<file path="src/rtl/plab4_net_router_input_queue_dual_domain_if.sv">
// Handshake bundle between the upstream link, the dual-domain input queue and the
// input-ctrl arbiter: enqueue side and dequeue head for each of the two security domains.
interface plab4_net_router_input_queue_dual_domain_if #(
  parameter int p_msg_nbits   = 44,
  parameter int p_num_routers = 8
);
  localparam int c_dest_nbits = $clog2(p_num_routers);

  logic [p_msg_nbits-1:0]  enq_msg_d0;
  logic                    enq_val_d0;
  logic                    enq_rdy_d0;
  logic [p_msg_nbits-1:0]  enq_msg_d1;
  logic                    enq_val_d1;
  logic                    enq_rdy_d1;
  logic [p_msg_nbits-1:0]  deq_msg_d0;
  logic [c_dest_nbits-1:0] deq_dest_d0;
  logic                    deq_val_d0;
  logic                    deq_rdy_d0;
  logic [p_msg_nbits-1:0]  deq_msg_d1;
  logic [c_dest_nbits-1:0] deq_dest_d1;
  logic                    deq_val_d1;
  logic                    deq_rdy_d1;

  modport master (
    output enq_msg_d0, enq_val_d0, enq_msg_d1, enq_val_d1, deq_rdy_d0, deq_rdy_d1,
    input  enq_rdy_d0, enq_rdy_d1, deq_msg_d0, deq_dest_d0, deq_val_d0,
           deq_msg_d1, deq_dest_d1, deq_val_d1
  );

  modport slave (
    input  enq_msg_d0, enq_val_d0, enq_msg_d1, enq_val_d1, deq_rdy_d0, deq_rdy_d1,
    output enq_rdy_d0, enq_rdy_d1, deq_msg_d0, deq_dest_d0, deq_val_d0,
           deq_msg_d1, deq_dest_d1, deq_val_d1
  );
endinterface

</file>
<file path="src/rtl/plab4_net_router_input_queue_dual_domain.sv">
// Router input buffer with two fully isolated FIFOs (one per security domain) whose
// heads feed the input-ctrl arbiter. No bypass and no pipe-through on either FIFO.
module plab4_net_router_input_queue_dual_domain #(
  parameter int p_msg_nbits   = 44,
  parameter int p_num_routers = 8,
  parameter int p_num_entries = 4
) (
  input  logic clk,
  input  logic reset,
  plab4_net_router_input_queue_dual_domain_if.slave q
);
  localparam int c_dest_nbits = $clog2(p_num_routers);
  localparam int c_addr_nbits = $clog2(p_num_entries);
  localparam int c_cnt_nbits  = c_addr_nbits + 1;
  localparam logic [c_cnt_nbits-1:0] c_full = c_cnt_nbits'(p_num_entries);

  logic [p_msg_nbits-1:0] enq_msg_s [2];
  logic                   enq_val_s [2];
  logic                   deq_rdy_s [2];
  logic                   enq_rdy_s [2];
  logic                   deq_val_s [2];
  logic [p_msg_nbits-1:0] deq_msg_s [2];

  assign enq_msg_s[0] = q.enq_msg_d0;
  assign enq_msg_s[1] = q.enq_msg_d1;
  assign enq_val_s[0] = q.enq_val_d0;
  assign enq_val_s[1] = q.enq_val_d1;
  assign deq_rdy_s[0] = q.deq_rdy_d0;
  assign deq_rdy_s[1] = q.deq_rdy_d1;

  assign q.enq_rdy_d0  = enq_rdy_s[0];
  assign q.enq_rdy_d1  = enq_rdy_s[1];
  assign q.deq_val_d0  = deq_val_s[0];
  assign q.deq_val_d1  = deq_val_s[1];
  assign q.deq_msg_d0  = deq_msg_s[0];
  assign q.deq_msg_d1  = deq_msg_s[1];
  assign q.deq_dest_d0 = deq_msg_s[0][p_msg_nbits-1 -: c_dest_nbits];
  assign q.deq_dest_d1 = deq_msg_s[1][p_msg_nbits-1 -: c_dest_nbits];

  // One independent FIFO per domain; nothing in here crosses between domains.
  for (genvar d = 0; d < 2; d++) begin : g_dom
    logic [p_msg_nbits-1:0]  mem_r [p_num_entries];
    logic [c_addr_nbits-1:0] wr_ptr_r;
    logic [c_addr_nbits-1:0] rd_ptr_r;
    logic [c_cnt_nbits-1:0]  count_r;
    logic                    enq_fire_s;
    logic                    deq_fire_s;

    // Ready/valid depend only on the count, so a dequeue never frees a full slot early.
    assign enq_rdy_s[d] = (count_r != c_full);
    assign deq_val_s[d] = (count_r != c_cnt_nbits'(0));
    assign enq_fire_s   = enq_val_s[d] & enq_rdy_s[d];
    assign deq_fire_s   = deq_val_s[d] & deq_rdy_s[d];
    assign deq_msg_s[d] = deq_val_s[d] ? mem_r[rd_ptr_r] : {p_msg_nbits{1'b0}};

    // Pointer and occupancy state; async reset discards everything queued.
    always_ff @(posedge clk or negedge reset) begin
      if (!reset) begin
        wr_ptr_r <= c_addr_nbits'(0);
        rd_ptr_r <= c_addr_nbits'(0);
        count_r  <= c_cnt_nbits'(0);
      end else begin
        if (enq_fire_s) wr_ptr_r <= wr_ptr_r + c_addr_nbits'(1);
        if (deq_fire_s) rd_ptr_r <= rd_ptr_r + c_addr_nbits'(1);
        case ({enq_fire_s, deq_fire_s})
          2'b10:   count_r <= count_r + c_cnt_nbits'(1);
          2'b01:   count_r <= count_r - c_cnt_nbits'(1);
          default: count_r <= count_r;
        endcase
      end
    end

    // Payload storage; left unreset because the head is masked while empty.
    always_ff @(posedge clk) begin
      if (enq_fire_s) mem_r[wr_ptr_r] <= enq_msg_s[d];
    end
  end
endmodule

</file>
<file path="src/flat_wrapper.sv">
// flat-port wrapper written by rule: the top's interface ports become plain ports
module plab4_net_router_input_queue_dual_domain_flat 
#(
  parameter int p_msg_nbits   = 44,
  parameter int p_num_routers = 8,
  parameter int p_num_entries = 4
)
  (clk, reset, q_enq_msg_d0, q_enq_val_d0, q_enq_msg_d1, q_enq_val_d1, q_deq_rdy_d0, q_deq_rdy_d1, q_enq_rdy_d0, q_enq_rdy_d1, q_deq_msg_d0, q_deq_dest_d0, q_deq_val_d0, q_deq_msg_d1, q_deq_dest_d1, q_deq_val_d1);
  plab4_net_router_input_queue_dual_domain_if #(.p_msg_nbits(p_msg_nbits), .p_num_routers(p_num_routers)) q_i ();
  input  logic clk;
  input  logic reset;
  input wire logic [$bits(q_i.enq_msg_d0)-1:0] q_enq_msg_d0;
  input wire logic [$bits(q_i.enq_val_d0)-1:0] q_enq_val_d0;
  input wire logic [$bits(q_i.enq_msg_d1)-1:0] q_enq_msg_d1;
  input wire logic [$bits(q_i.enq_val_d1)-1:0] q_enq_val_d1;
  input wire logic [$bits(q_i.deq_rdy_d0)-1:0] q_deq_rdy_d0;
  input wire logic [$bits(q_i.deq_rdy_d1)-1:0] q_deq_rdy_d1;
  output wire logic [$bits(q_i.enq_rdy_d0)-1:0] q_enq_rdy_d0;
  output wire logic [$bits(q_i.enq_rdy_d1)-1:0] q_enq_rdy_d1;
  output wire logic [$bits(q_i.deq_msg_d0)-1:0] q_deq_msg_d0;
  output wire logic [$bits(q_i.deq_dest_d0)-1:0] q_deq_dest_d0;
  output wire logic [$bits(q_i.deq_val_d0)-1:0] q_deq_val_d0;
  output wire logic [$bits(q_i.deq_msg_d1)-1:0] q_deq_msg_d1;
  output wire logic [$bits(q_i.deq_dest_d1)-1:0] q_deq_dest_d1;
  output wire logic [$bits(q_i.deq_val_d1)-1:0] q_deq_val_d1;
  assign q_i.enq_msg_d0 = q_enq_msg_d0;
  assign q_i.enq_val_d0 = q_enq_val_d0;
  assign q_i.enq_msg_d1 = q_enq_msg_d1;
  assign q_i.enq_val_d1 = q_enq_val_d1;
  assign q_i.deq_rdy_d0 = q_deq_rdy_d0;
  assign q_i.deq_rdy_d1 = q_deq_rdy_d1;
  assign q_enq_rdy_d0 = q_i.enq_rdy_d0;
  assign q_enq_rdy_d1 = q_i.enq_rdy_d1;
  assign q_deq_msg_d0 = q_i.deq_msg_d0;
  assign q_deq_dest_d0 = q_i.deq_dest_d0;
  assign q_deq_val_d0 = q_i.deq_val_d0;
  assign q_deq_msg_d1 = q_i.deq_msg_d1;
  assign q_deq_dest_d1 = q_i.deq_dest_d1;
  assign q_deq_val_d1 = q_i.deq_val_d1;
  plab4_net_router_input_queue_dual_domain #(.p_msg_nbits(p_msg_nbits), .p_num_routers(p_num_routers), .p_num_entries(p_num_entries)) u_core (.clk(clk), .reset(reset), .q(q_i));
endmodule
</file>
<file path="config.mk">
export PLATFORM = sky130hd
export DESIGN_NAME = plab4_net_router_input_queue_dual_domain_flat
export DESIGN_NICKNAME = d
export VERILOG_FILES = /design/src/rtl/plab4_net_router_input_queue_dual_domain_if.sv /design/src/rtl/plab4_net_router_input_queue_dual_domain.sv /design/src/flat_wrapper.sv
export SDC_FILE = /design/constraint.sdc
export NUM_CORES = 1
export LEC_CHECK = 0
export ABC_AREA = 1
export BUFFER_PORTS_ARGS = -buffer_cell sky130_fd_sc_hd__buf_4
export CELL_PAD_IN_SITES_DETAIL_PLACEMENT = 1
export CELL_PAD_IN_SITES_GLOBAL_PLACEMENT = 1
export CORE_MARGIN = 2
export CORE_UTILIZATION = 51
export CTS_BUF_LIST = sky130_fd_sc_hd__clkbuf_8
export DETAILED_ROUTE_END_ITERATION = 10
export PLACE_DENSITY_LB_ADDON = 0.25
export SYNTH_ARGS = -nofsm -noshare
export SYNTH_HDL_FRONTEND = slang
export SYNTH_SLANG_ARGS = --single-unit
</file>
<file path="constraint.sdc">
create_clock -name clk -period 6.2 [get_ports clk]
set_input_delay 0.93 -clock clk [delete_from_list [all_inputs] [get_ports clk]]
set_output_delay 0.93 -clock clk [all_outputs]
set_load 0.01 [all_outputs]
</file>
### Word level (Yosys, flattened, before mapping)

Memory sizes are Yosys's and may differ from the RTL's.
Cells that the tools add are included.

| storage, ports and cells | value |
|---|---|
| register bits after elaboration | 14 |
| output and inout port bits | 98 |
| memories kept | 2 |
| word-level logic and storage cells | 38 |
| RAM bits | 352 |
| bits in read-only memories | 0 |
| latch bits | 0 |

Memory list:

| memory | words | bits a word | rd ports | clocked after Yosys merged registers in | wr ports | line | RTL |
|---|---|---|---|---|---|---|---|
| u_core.g_dom[0].mem_r | 4 | 44 | 1 | 0 | 1 | plab4_net_router_input_queue_dual_domain.sv:42 | `logic [p_msg_nbits-1:0] mem_r [p_num_entries];` |
| u_core.g_dom[1].mem_r | 4 | 44 | 1 | 0 | 1 | plab4_net_router_input_queue_dual_domain.sv:42 |  |

| cells by class | value |
|---|---|
| multiplexer cells | 8 |
| $mul | 0 |
| div/mod/pow operators | 0 |
| reductions and logical operators | 4 |
| magnitude comparators | 0 |
| bitwise gates (word level) | 4 |
| shifts and indexed selects | 0 |
| eq/ne operators | 6 |
| $add $sub $neg | 8 |

Operator list:

| cell | count |
|---|---|
| two-way mux 44 bit | 2 |
| case mux 3 bit (2 select lines) | 2 |
| adder 2 x 1 -> 2 bit, second input constant | 4 |
| adder 3 x 1 -> 3 bit, second input constant | 2 |
| != test 3 bit, second input constant | 2 |
| nonzero test 3 bit | 2 |
| subtractor 3 x 1 -> 3 bit, second input constant | 2 |
| bitwise AND 1 bit | 4 |
| equality test 2 x 1 -> 1 bit, second input constant | 2 |
| equality test 2 bit, second input constant | 2 |
| two-way mux 1 bit | 4 |
| nonzero test 2 bit | 2 |

### Logic depth before layout (Yosys ltp)

| logic depth | value |
|---|---|
| word-level depth | 4 |
| depth in mapped cells | 12 |

### Least setup slack after synthesis

Ideal clock, no wire load.

| timing | value |
|---|---|
| kind | input -> register |
| from | input port q_enq_val_d0 |
| to | memory u_core.g_dom[0].mem_r[0][0] (enable) |
| slack | 2.819 ns |
| stages | 2 |
| arrival time | 2.935 ns |
| data required time | 5.754 ns |
| cells stage by stage | nand2_1 -> nor2_1 |

| between the ends | value |
|---|---|
| longest elaborated chain between the ends | 3 |

Ends and longest elaborated chain:

| element | line | RTL |
|---|---|---|
| from (decl) | flat_wrapper.sv:13 | `input wire logic [$bits(q_i.enq_val_d0)-1:0] q_enq_val_d0;` |
| bitwise AND 1 bit | plab4_net_router_input_queue_dual_domain.sv:52 | `assign enq_fire_s = enq_val_s[d] & enq_rdy_s[d];` |
| two-way mux 1 bit | plab4_net_router_input_queue_dual_domain.sv:75 | `if (enq_fire_s) mem_r[wr_ptr_r] <= enq_msg_s[d];` |
| two-way mux 1 bit (implied by the code) | plab4_net_router_input_queue_dual_domain.sv:75 |  |
| to (decl) | plab4_net_router_input_queue_dual_domain.sv:42 |  |

Every way passes these cells.

### Worst setup path in the final report

| timing | value |
|---|---|
| from | register u_core.g_dom[0].rd_ptr_r[1] |
| to | output port q_deq_msg_d0[6] |

| between the ends | value |
|---|---|
| longest elaborated chain between the ends | 2 |

Ends and longest elaborated chain:

| element | line | RTL |
|---|---|---|
| from (decl) | plab4_net_router_input_queue_dual_domain.sv:44 | `logic [c_addr_nbits-1:0] rd_ptr_r;` |
| from (signal assigned) | plab4_net_router_input_queue_dual_domain.sv:60 | `rd_ptr_r <= c_addr_nbits'(0);` |
| from (signal assigned) | plab4_net_router_input_queue_dual_domain.sv:64 | `if (deq_fire_s) rd_ptr_r <= rd_ptr_r + c_addr_nbits'(1);` |
| memory (4 x 44 bit) | - |  |
| two-way mux 44 bit | plab4_net_router_input_queue_dual_domain.sv:54 | `assign deq_msg_s[d] = deq_val_s[d] ? mem_r[rd_ptr_r] : {p_msg_nbits{1'b0}};` |
| to (decl) | flat_wrapper.sv:20 | `output wire logic [$bits(q_i.deq_msg_d0)-1:0] q_deq_msg_d0;` |

Every way passes these cells.

==> impl_metrics.prom <==
# TYPE chip_impl_metric gauge
chip_impl_metric{name="critical_path_peak_fanout",unit=""} 47
chip_impl_metric{name="r2r_setup_slack",unit="ps"} 3820
chip_impl_metric{name="place_congestion",unit=""} 0.760
chip_impl_metric{name="place.port_buffers",unit=""} 191
chip_impl_metric{name="cts.repair.resized",unit=""} 0
chip_impl_metric{name="dieWidth",unit="um"} 180
chip_impl_metric{name="worstSkewPairLatency",unit="ps"} 590
chip_impl_metric{name="netlist_instances",unit=""} 1506
chip_impl_metric{name="finalHoldViolations",unit=""} 0
chip_impl_metric{name="maximum_frequency_from_static_timing_analysis",unit="MHz"} 231
chip_impl_metric{name="pin_count_of_the_biggest_net_entering_global_routing",unit=""} 92
chip_impl_info{name="r2r_endpoint",value="u_core.g_dom[0].count_r[2]"} 1
chip_impl_metric{name="postCtsHoldBufs",unit=""} 0
chip_impl_info{name="cts_root_buffer",value="sky130_fd_sc_hd__clkbuf_8"} 1
chip_impl_info{name="crit_end",value="q_deq_msg_d0[6]"} 1
chip_impl_metric{name="critPathRequiredTime",unit="ps"} 5270
chip_impl_metric{name="worst_clock_skew",unit="ps"} 23.8
chip_impl_metric{name="total_switching_power",unit="mW"} 3.44
chip_impl_metric{name="worst-slew-pin-transition",unit="ps"} 1090
chip_impl_metric{name="core-area",unit="mm2"} 0.0305
chip_impl_metric{name="drive_above_1_share",unit=""} 0.173
chip_impl_metric{name="die_height",unit="um"} 180
chip_impl_metric{name="combPwrFrac",unit=""} 0.404
chip_impl_metric{name="setup_viol_count_final",unit=""} 0
chip_impl_metric{name="total_power",unit="mW"} 9.08
chip_impl_metric{name="finalWirelength",unit="um"} 40200
chip_impl_info{name="cts_tree",value="built"} 1
chip_impl_metric{name="fin_crit_sh",unit=""} 0.698
chip_impl_metric{name="critical_path_arrival",unit="ps"} 3400
chip_impl_info{name="setup.worst_path.start",value="u_core.g_dom[0].rd_ptr_r[1]"} 1
chip_impl_metric{name="wire_length_of_the_first_global_routing_pass",unit="um"} 63700
chip_impl_metric{name="synth_fp_nets",unit=""} 1612
chip_impl_metric{name="clk_pin_slew_worst_paths",unit="ps"} 70
chip_impl_metric{name="boundaryPins",unit=""} 192
chip_impl_info{name="rsz0062_at_grt",value="no"} 1
chip_impl_metric{name="vias_per_cell",unit=""} 5.13
chip_impl_metric{name="p_int",unit="mW"} 5.64
chip_impl_metric{name="synthToLayoutAreaGrowth",unit="%"} 18.0
chip_impl_metric{name="drtAntennaViolNets",unit=""} 0
chip_impl_metric{name="die_area",unit="mm2"} 0.0324
chip_impl_metric{name="firstDrtPassIters",unit=""} 7
chip_impl_metric{name="swShare",unit=""} 0.379
chip_impl_metric{name="route.detailed.wl_per_inst",unit="um"} 18.8
chip_impl_info{name="start_kind",value="flip-flop"} 1
chip_impl_metric{name="num_vias",unit=""} 10974
chip_impl_metric{name="register_share_of_total_power",unit=""} 0.381
chip_impl_metric{name="ys_seq_area_frac",unit=""} 0.691
chip_impl_metric{name="clk_path_buf_depth",unit=""} 3
chip_impl_metric{name="antenna_found_initial",unit=""} 1
chip_impl_metric{name="drt-initial-drc-count",unit=""} 662
chip_impl_info{name="status",value="finished clean"} 1
chip_impl_info{name="hold_path.class",value="input port to asynchronous set/reset pin"} 1
chip_impl_metric{name="final_number_of_max_transition_violations",unit=""} 0
chip_impl_metric{name="num-nets-final",unit=""} 1808
chip_impl_metric{name="clock_power_share",unit=""} 0.215
chip_impl_metric{name="setup_total_negative_slack",unit="ps"} 0
chip_impl_metric{name="leakage",unit="nW"} 8.51
chip_impl_metric{name="via_count_of_the_first_global_routing_pass",unit=""} 12188
chip_impl_metric{name="cts_htree_levels",unit=""} 2
chip_impl_metric{name="synth_area",unit="mm2"} 0.0158
chip_impl_metric{name="start_util",unit=""} 0.518
chip_impl_metric{name="worst-r2r-cell-count",unit=""} 10
chip_impl_metric{name="power.ir.vdd_worst",unit="mV"} 0.302
chip_impl_metric{name="grt_overflow_total",unit=""} 0
chip_impl_metric{name="power_density",unit="mW/mm2"} 487
chip_impl_info{name="setup.worst_path.end_class",value="primary output"} 1
chip_impl_metric{name="slew_headroom",unit=""} 0.272
chip_impl_info{name="r2r_startpoint",value="u_core.g_dom[0].count_r[1]"} 1
chip_impl_metric{name="clock_sink_count",unit=""} 366
chip_impl_metric{name="std_cell_rows",unit=""} 64
chip_impl_metric{name="hpwl",unit="um"} 24800
chip_impl_info{name="timing.setup.critical_path_class",value="flip-flop to primary output"} 1
chip_impl_metric{name="antennaDiodeCount",unit=""} 0
chip_impl_metric{name="synthesis.area_per_instance",unit="um2"} 10.5
chip_impl_metric{name="grt_use_total",unit=""} 0.250
chip_impl_metric{name="post_cts_setup_bufs",unit=""} 0
chip_impl_metric{name="max_cap_violations",unit=""} 0
chip_impl_metric{name="cts_made_buffers",unit=""} 58
chip_impl_metric{name="post_synth_cell_types",unit=""} 18
chip_impl_metric{name="post-route-min-period",unit="ps"} 4330
chip_impl_metric{name="ff_latch_count_synth",unit=""} 366
chip_impl_metric{name="synthesis.yosys.warnings",unit=""} 0
chip_impl_metric{name="drt_drc_violations_left",unit=""} 0
-- critical path: stages (launching register included) --
cell and delay, ps:
sky130_fd_sc_hd__dfrtp_2 1060, sky130_fd_sc_hd__clkinv_1 760, sky130_fd_sc_hd__buf_4 470, sky130_fd_sc_hd__nand3_1 160, sky130_fd_sc_hd__a21oi_1 90, sky130_fd_sc_hd__buf_4 200
-- layout by cell type, fill, tap and decap left out --
| master | n |
|---|---|
| sky130_fd_sc_hd__inv_1 | 387 |
| sky130_fd_sc_hd__nand2_1 | 380 |
| sky130_fd_sc_hd__edfxtp_1 | 352 |
| sky130_fd_sc_hd__buf_4 | 206 |
| sky130_fd_sc_hd__nand3_1 | 188 |
| sky130_fd_sc_hd__a21oi_1 | 88 |
| sky130_fd_sc_hd__clkbuf_8 | 68 |
| sky130_fd_sc_hd__clkinv_1 | 16 |
| sky130_fd_sc_hd__ha_1 | 10 |
| sky130_fd_sc_hd__dfrtp_1 | 10 |
| sky130_fd_sc_hd__nor2_4 | 8 |
| sky130_fd_sc_hd__clkinv_2 | 7 |
| sky130_fd_sc_hd__inv_2 | 6 |
| sky130_fd_sc_hd__o21ai_0 | 4 |
| sky130_fd_sc_hd__xnor2_1 | 4 |
| sky130_fd_sc_hd__dfrtp_2 | 4 |
| sky130_fd_sc_hd__nand4_1 | 2 |
| sky130_fd_sc_hd__fa_1 | 2 |
| sky130_fd_sc_hd__inv_6 | 1 |
| sky130_fd_sc_hd__bufinv_16 | 1 |
-- metrics by stage --
| stage | std cells | worst slack [ps] | utilization | area (um2) | hold slack, ps |
|---|---|---|---|---|---|
| floorplan | 1506 | 2820 | - | 15800 | 450 |
| global placement | 2038 | 2620 | 0.575 | 17500 | 464 |
| detailed placement | 2038 | 2510 | 0.575 | 17500 | 470 |
| CTS | 2140 | 1870 | 0.611 | 18600 | 166 |
| global route | 2140 | 1740 | 0.611 | 18600 | 181 |
| finish | 2140 | 1870 | 0.611 | 18600 | 193 |
-- synth_stat cells (all sizes together) --
| master | count | area (um2) |
|---|---|---|
| clkbuf | 24 | 90.1 |
| inv | 382 | 1430 |
| buf | 46 | 275 |
| clkinv | 2 | 7.51 |
| ha | 10 | 125 |
| edfxtp | 352 | 10600 |
| nand2 | 380 | 1430 |
| nand3 | 188 | 941 |
| dfrtp | 14 | 350 |
| nand4 | 2 | 12.5 |
| xnor2 | 4 | 35.0 |
| o21ai | 4 | 20.0 |
| a21oi | 88 | 440 |
| nor2 | 8 | 30.0 |
| fa | 2 | 40.0 |
-- kinds of logic after synthesis --
logic type,share of synthesized area
simple gates,0.153
buf+inv,0.114
flops,0.691
compound gates,0.0291
fa+ha+maj,0.0105
xor+xnor,0.00222
-- worst min path at each step --
stage / start / cells after the start / to
after global placement: u_core.g_dom[1].count_r[1] / 2 / u_core.g_dom[1].count_r[1]
after detailed placement: u_core.g_dom[0].count_r[1] / 2 / u_core.g_dom[0].count_r[1]
after floorplan: u_core.g_dom[0].count_r[1] / 2 / u_core.g_dom[0].count_r[1]
final: reset / 1 / u_core.g_dom[1].count_r[2]
after global routing: reset / 1 / u_core.g_dom[0].count_r[0]
after CTS: reset / 1 / u_core.g_dom[1].count_r[2]
-- registers in the layout, indices dropped and copies added, names as in the netlist --
name                   flops
u_core.g_dom.rd_ptr_r      4
u_core.g_dom.count_r       6
u_core.g_dom.mem_r       352
u_core.g_dom.wr_ptr_r      4
-- power by group through the flow --
stage	combinational [mW]	sequential, mW	clock [mW]
floorplan	2.20	3.43	0
global placement	3.56	3.47	0
detailed placement	3.70	3.51	0
CTS	3.73	3.46	2.00
global route	4.06	3.50	2.10
finish	3.67	3.46	1.95
-- area by class of cell --
cell class / instances / area (um2)
Timing Repair Buffer: 206 / 1550
Sequential cell: 366 / 10900
Fill cell: 3357 / 11900
Inverter: 384 / 1440
Clock inverter: 34 / 168
Clock buffer: 68 / 936
Multi-Input combinational cell: 686 / 3130
Tap cell: 396 / 495
-- routing by layer --
metal | share of wire | global-route usage | routed length, um | vias to the layer above
li1 | - | - | - | 5146
met1 | 0.40 | 0.300 | 16000 | 5496
met2 | 0.53 | 0.459 | 21300 | 256
met3 | 0.045 | 0.0403 | 1790 | 74
met4 | 0.026 | 0.0807 | 1030 | 2
met5 | 0.00040 | 0 | 16 | -
Note: power is estimated with default switching activity, not from simulation.
